$ cat src/rtl/sram_bridge.sv
// sram_bridge: classic-cycle 16-bit slave bus to asynchronous SRAM with programmable wait states.
module sram_bridge #(
  parameter int AW      = 19,
  parameter int RD_WAIT = 2,
  parameter int WR_WAIT = 2
) (
  input  logic          clk_i,
  input  logic          reset_ni,
  input  logic [63:0]   adr_i,
  input  logic          cyc_i,
  input  logic          stb_i,
  input  logic          we_i,
  input  logic          siz_i,
  input  logic [15:0]   dat_i,
  output logic          ack_o,
  output logic [15:0]   dat_o,
  output logic [AW-1:0] sram_a_o,
  output logic          sram_ce_no,
  output logic          sram_oe_no,
  output logic          sram_we_no,
  output logic          sram_lb_no,
  output logic          sram_ub_no,
  input  logic [15:0]   sram_d_i,
  output logic [15:0]   sram_d_o,
  output logic          sram_d_oe_o
);
  localparam int RW = (RD_WAIT < 1) ? 1 : RD_WAIT;
  localparam int WW = (WR_WAIT < 1) ? 1 : WR_WAIT;
  typedef enum logic [2:0] {IDLE, SETUP, ACCESS, HOLD, ACK} state_t;
  state_t        state_q, state_d;
  logic [15:0]   cnt_q, cnt_d, wd_q, wd_d, dat_q, dat_d;
  logic [AW-1:0] a_q, a_d;
  logic          we_q, we_d, siz_q, siz_d, lo_q, lo_d, act;
  logic          unused_adr;
  assign unused_adr = ^adr_i[63:AW+1];
  always_comb begin
    state_d = state_q;
    cnt_d   = cnt_q;
    wd_d    = wd_q;
    dat_d   = dat_q;
    a_d     = a_q;
    we_d    = we_q;
    siz_d   = siz_q;
    lo_d    = lo_q;
    case (state_q)
      IDLE: if (cyc_i && stb_i) begin
        state_d = SETUP;
        a_d     = adr_i[AW:1];
        lo_d    = adr_i[0];
        we_d    = we_i;
        siz_d   = siz_i;
        wd_d    = siz_i ? dat_i : {2{dat_i[7:0]}};
      end
      SETUP: begin
        state_d = ACCESS;
        cnt_d   = we_q ? 16'(WW - 1) : 16'(RW - 1);
      end
      ACCESS: if (cnt_q == 16'd0) begin
        state_d = HOLD;
        if (!we_q) dat_d = siz_q ? sram_d_i : {8'h00, lo_q ? sram_d_i[15:8] : sram_d_i[7:0]};
      end else cnt_d = cnt_q - 16'd1;
      HOLD:    state_d = ACK;
      default: state_d = IDLE;
    endcase
  end
  always_ff @(posedge clk_i or negedge reset_ni)
    if (!reset_ni) begin
      state_q <= IDLE;
      cnt_q   <= '0;
      wd_q    <= '0;
      dat_q   <= '0;
      a_q     <= '0;
      we_q    <= 1'b0;
      siz_q   <= 1'b0;
      lo_q    <= 1'b0;
    end else begin
      state_q <= state_d;
      cnt_q   <= cnt_d;
      wd_q    <= wd_d;
      dat_q   <= dat_d;
      a_q     <= a_d;
      we_q    <= we_d;
      siz_q   <= siz_d;
      lo_q    <= lo_d;
    end
  // Chip select, lanes and write data span SETUP through HOLD; strobes only ACCESS.
  assign act         = state_q == SETUP || state_q == ACCESS || state_q == HOLD;
  assign sram_ce_no  = !act;
  assign sram_oe_no  = !(state_q == ACCESS && !we_q);
  assign sram_we_no  = !(state_q == ACCESS && we_q);
  assign sram_lb_no  = !(act && (siz_q || !lo_q));
  assign sram_ub_no  = !(act && (siz_q || lo_q));
  assign sram_d_oe_o = act && we_q;
  assign sram_d_o    = wd_q;
  assign sram_a_o    = a_q;
  assign dat_o       = dat_q;
  assign ack_o       = state_q == ACK && cyc_i && stb_i;
endmodule

$ cat config.mk
export PLATFORM = sky130hd
export DESIGN_NAME = sram_bridge
export DESIGN_NICKNAME = d
export VERILOG_FILES = /design/src/rtl/sram_bridge.sv
export SDC_FILE = /design/constraint.sdc
export NUM_CORES = 1
export LEC_CHECK = 0
export BUFFER_PORTS_ARGS = -buffer_cell sky130_fd_sc_hd__buf_2
export CAP_MARGIN = 20
export CORE_ASPECT_RATIO = 1.1
export CORE_MARGIN = 1.5
export CORE_UTILIZATION = 40
export CTS_CLUSTER_SIZE = 28
export DETAILED_ROUTE_END_ITERATION = 6
export GPL_TIMING_DRIVEN = 0
export PLACE_DENSITY = 0.73
export SLEW_MARGIN = 20
export SYNTH_ARGS = -nofsm -noshare
export SYNTH_HDL_FRONTEND = slang
export SYNTH_SLANG_ARGS = --single-unit
export TNS_END_PERCENT = 5
$ cat constraint.sdc
create_clock -name clk_i -period 3.1 [get_ports clk_i]
set_input_delay 0.31 -clock clk_i [delete_from_list [all_inputs] [get_ports clk_i]]
set_output_delay 0.31 -clock clk_i [all_outputs]
set_load 0.01 [all_outputs]
; ---- Yosys cells after proc, flatten, opt, wreduce, memory -nomap -nowiden
; Index checks and enable logic that the tools add are counted.
[word_totals]
wordCells = 51
output_inout_bits = 58
input_bits = 102
ff_bits = 73
[op_classes]
mux = 8
n_addsub = 1
eq_ne = 7
n_reduce_logical = 26
n_bitwise = 1
[ops]
columns = cell, count
row1 = $mux W16, 3
row2 = $pmux W16 S2, 1
row3 = $logic_not A16 Y1, 1
row4 = $sub A16 B1 Y16 const B, 1
row5 = $pmux W3 S4, 1
row6 = $logic_and A1 B1 Y1, 8
row7 = $mux W8, 1
row8 = $logic_not A1 Y1, 7
row9 = $eq A3 B2 Y1 const B, 2
row10 = $mux W3, 2
row11 = $ne A2 B2 Y1 const B, 3
row12 = $reduce_and A2 Y1, 3
row13 = $logic_or A1 B1 Y1, 4
row14 = $eq A3 B1 Y1 const B, 1
row15 = $eq A3 B3 Y1 const B, 1
row16 = $logic_not A3 Y1, 1
row17 = $reduce_and A3 Y1, 1
row18 = $reduce_bool A2 Y1, 1
row19 = $not A1 Y1, 1

; ---- Depth between registers and ports, before layout
[depth]
ltp_word = 5
mapped_depth = 7
ltp_nobuf = 6

; ---- Worst setup path before layout
; OpenSTA, ideal clock, no wires.
[synth_timing]
path_kind = register to register
startpoint = register cnt_q[8]
endpoint = register dat_q[6] (netlist: dat_o[6])
n_path_buf = 2
path_stages_with_launch = 7
t_required_ns = 2.975
setup_time_ns = 0.125
synth_period_minus_slack_ns = 2.265
path_slack_ns = 0.835
t_arrival_ns = 2.140
cell_sequence = dfrtp_1 or4_4 nor4_4 or3b_1 buf_6 buf_6 mux2_4
[synth_via]
elab_chain_len = 2
[synth_rtl]
columns = item, line
row1 = start: declaration, 31  ; logic [15:0] cnt_q, cnt_d, wd_q, wd_d, dat_q, dat_d;
row2 = start signal: assignment, 78  ; cnt_q <= cnt_d;
row3 = $logic_not A16 Y1, 58  ; ACCESS: if (cnt_q == 16'd0) begin
row4 = $reduce_and A3 Y1 (no line), --
row5 = end signal: assignment, 80  ; dat_q <= dat_d;
row6 = end: declaration, 31
; Every way passes these cells.
; A chain may end at the register's enable or synchronous reset.

; ---- Worst setup path after layout
[layout_timing]
startpoint = register state_q[0]
endpoint = register dat_q[6] (netlist: dat_o[6])
[layout_via]
elab_chain_len = 2
[layout_rtl]
columns = item, line
row1 = start: declaration, 30  ; state_t state_q, state_d;
row2 = start signal: assignment, 77  ; state_q <= state_d;
row3 = $eq A3 B2 Y1, 45  ; case (state_q)
row4 = $reduce_and A3 Y1 (no line), --
; Every way passes these cells.

==> impl_metrics.ini <==
[outcome]
outcome = complete, no violations

[critical_path]
cp_common_cell = buf_6
critPathCaptureType = flop
cp_max_fo = 10
critPathTopFamily = simple AND/OR/NAND/NOR gates
cpPeakStageDelay_ps = 720
cp_num_buf_inv = 3
worstPathArrival_ps = 2920
crit_type = reg -> reg
cp-start-kind = flop
slowest_stage = nor3b_1
crit_chain = buf_2 -> nor3b_1 -> nand3_2 -> or3b_1 -> buf_6 -> buf_6 -> mux2_4
crit_required_ps = 3320

[clock_network]
cts_sinks = 73
h-tree-depth = 3
clock_latency_ps = 330
ctsRootBufferMaster = clkbuf_8
cts-resized-gates = 0
cts_buffers = 9
cts_tree = done
cts_buffer_depth = 2
cts.clk_slew.worst_paths_ps = 80

[route]
drc = 0
met1_length_um = 3330
top_layer = met4
vias_per_cell = 4.98
drt_pre_antenna_iters = 4
met3_length_um = 378
routed-via-count = 2570
postRouteAntennaNets = 0
routed_wirelength_um = 7290
met2_length_um = 3500
wire_per_inst_um = 14.1
drt_iter0_drc = 127

[power]
pwr-share-comb = 0.424
leakage_uw = 0.00211
p_int_uw = 2700
ir_drop_uv = 420
pwr-share-clk = 0.199
power.net_switching_uw = 1530
swShare = 0.361
p_seq_frac = 0.376
power-per-cell-area_mw_per_mm2 = 977

[finish]
finalNetCount = 506
fillerInstances = 746
drive_gt1_frac = 0.471
antenna_cells = 0
final_common_cell = buf_2
area.growth.synth_to_final_pct = 29.6
final_cell_mix = buf_2, dfrtp_1, mux2_2

[global_route]
antenna_found_initial = 0
grt_pass1_vias = 2646
overflow = 0
grt_pass1_wl_um = 12200
grtUsageTotal = 0.170
grt_max_degree = 50

[floorplanning]
die_y_um = 98.9
ios = 160
die_area_mm2 = 0.00891
initial_utilization = 0.418
die_w_um = 90.2
rows = 34
core_mm2 = 0.00800

[synth]
ys_seq_area_frac = 0.547
ys_ff_latch = 73
netlist_area_mm2 = 0.00334
ys_warn_count = 0
post_synth.cell_area_avg_um2 = 12.1
synth_cell_types = 38
synthCells = 276
syn_nets = 379

[sta]
fin_tns_setup_ps = 0
finalClockSkew_ps = 3.69
fin_crit_ps = 2690
slew_violations = 0
hold_violations = 0
fmax_mhz = 371
tightest_slew_ps = 845
timing.final.crit_share = 0.869
setup_viol = 0
rsz0062_at_grt = false
hold_ws_ps = 202
slew_headroom = 0.435

[hold_path]
hold_class = in -> reg

[flow_run]
cap_violations = 0

[placed_design]
place.gp.congestion = 0.803
portBuffers = 114
dp_hpwl_um = 5300
[metrics by stage]
step,cells,instance area [um2],util,worst slack [ps],total power [uW]
2_1_floorplan,276,3340,-,835,2750
3_3_place_gp,498,4050,0.506,402,3330
3_5_place_dp,499,4090,0.512,459,3420
4_1_cts,516,4330,0.541,425,4270
5_1_grt,516,4330,0.541,162,4520
6_report,516,4330,0.541,407,4230
[cells in the mapped netlist, drive strengths merged]
library cell	instances	area share
or2	1	0.0019
a211o	1	0.0026
o21ai	5	0.0075
nand3	3	0.0060
buf	7	0.015
dfrtp	73	0.55
or4	9	0.021
a21oi	17	0.025
nor4	10	0.027
clkbuf	7	0.0079
o311ai	2	0.0052
nor3	2	0.0030
or2b	1	0.0022
nand2	19	0.021
nor2	13	0.015
nand4	1	0.0019
ha	1	0.0037
nor3b	2	0.0045
nor4b	1	0.0026
or3	5	0.0094
or3b	3	0.0079
nand2b	3	0.0056
mux2i	22	0.066
and3b	1	0.0026
and2	1	0.0019
o31ai	5	0.011
o41ai	1	0.0026
inv	14	0.016
mux2	46	0.16
[layer usage]
layer | vias up | global-route usage
li1 | 1242 | -
met1 | 1238 | 0.208
met2 | 84 | 0.288
met3 | 6 | 0.0509
met4 | 0 | 0.0562
met5 | - | 0
[worst paths after layout]
check | from | end | slack (ps) | depth (start not counted)
max in group asynchronous | reset_ni | sram_d_o[5] | 2140 | 3
worst min-delay path | adr_i[3] | sram_a_o[2] | 200 | 2
worst min register to register | dat_o[1] | dat_o[1] | 500 | 1
min in group asynchronous | reset_ni | cnt_q[10] | 420 | 2
worst max register to register | state_q[0] | dat_o[6] | 410 | 7
worst max-delay path | state_q[0] | dat_o[6] | 410 | 7
[registers in the layout (all words and copies together) (netlist names)]
name      count
sram_a_o     19
siz_q         1
state_q       3
dat_o        16
we_q          1
cnt_q        16
sram_d_o     16
lo_q          1
[worst reg2reg max path: cells and delay by family, from the launching register on]
| kind | cells | cell delay (ps) |
|---|---|---|
| flip-flops | 1 | 360 |
| AND/OR/NAND/NOR | 3 | 1450 |
| multiplexers | 1 | 300 |
| buffers and inverters | 3 | 470 |
[kinds of logic (layout without fill, tap and decap cells)]
| logic type | Yosys count | count (layout) | share of synthesized area |
|---|---|---|---|
| AOI/OAI and AO/OA | 31 | 31 | 0.0547 |
| DFF | 73 | 73 | 0.547 |
| buffers and inverters | 28 | 160 | 0.0382 |
| muxes | 68 | 68 | 0.223 |
| and+or+nand+nor | 75 | 75 | 0.134 |
| adders and majority gates | 1 | 1 | 0.00374 |
[power by group through the flow]
| stage | Sequential, uW | Combinational (uW) | Clock, uW |
|---|---|---|---|
| 3_3_place_gp | 1580 | 1750 | 0 |
| 6_report | 1590 | 1790 | 843 |
| 3_5_place_dp | 1610 | 1810 | 0 |
| 4_1_cts | 1600 | 1810 | 863 |
| 5_1_grt | 1650 | 1970 | 906 |
| 2_1_floorplan | 1730 | 1020 | 0 |
[area by class of cell]
cell class | count | area (um2) | area share
Timing Repair Buffer | 116 | 611 | 0.141
Sequential cell | 73 | 1830 | 0.422
Clock inverter | 5 | 77.6 | 0.0179
Clock buffer | 11 | 151 | 0.0350
Buffer | 14 | 75.1 | 0.0173
Inverter | 14 | 52.6 | 0.0121
Multi-Input combinational cell | 175 | 1400 | 0.324
Tap cell | 108 | 135 | 0.0312
[what timing repair did]
| item | 4_1_cts | 5_1_grt |
|---|---|---|
| endpoints found under the hold margin | 24 | 0 |
| hold buffers | 1 | 0 |
| buffers inserted | 0 | 0 |
(Power assumes the default switching activity.)
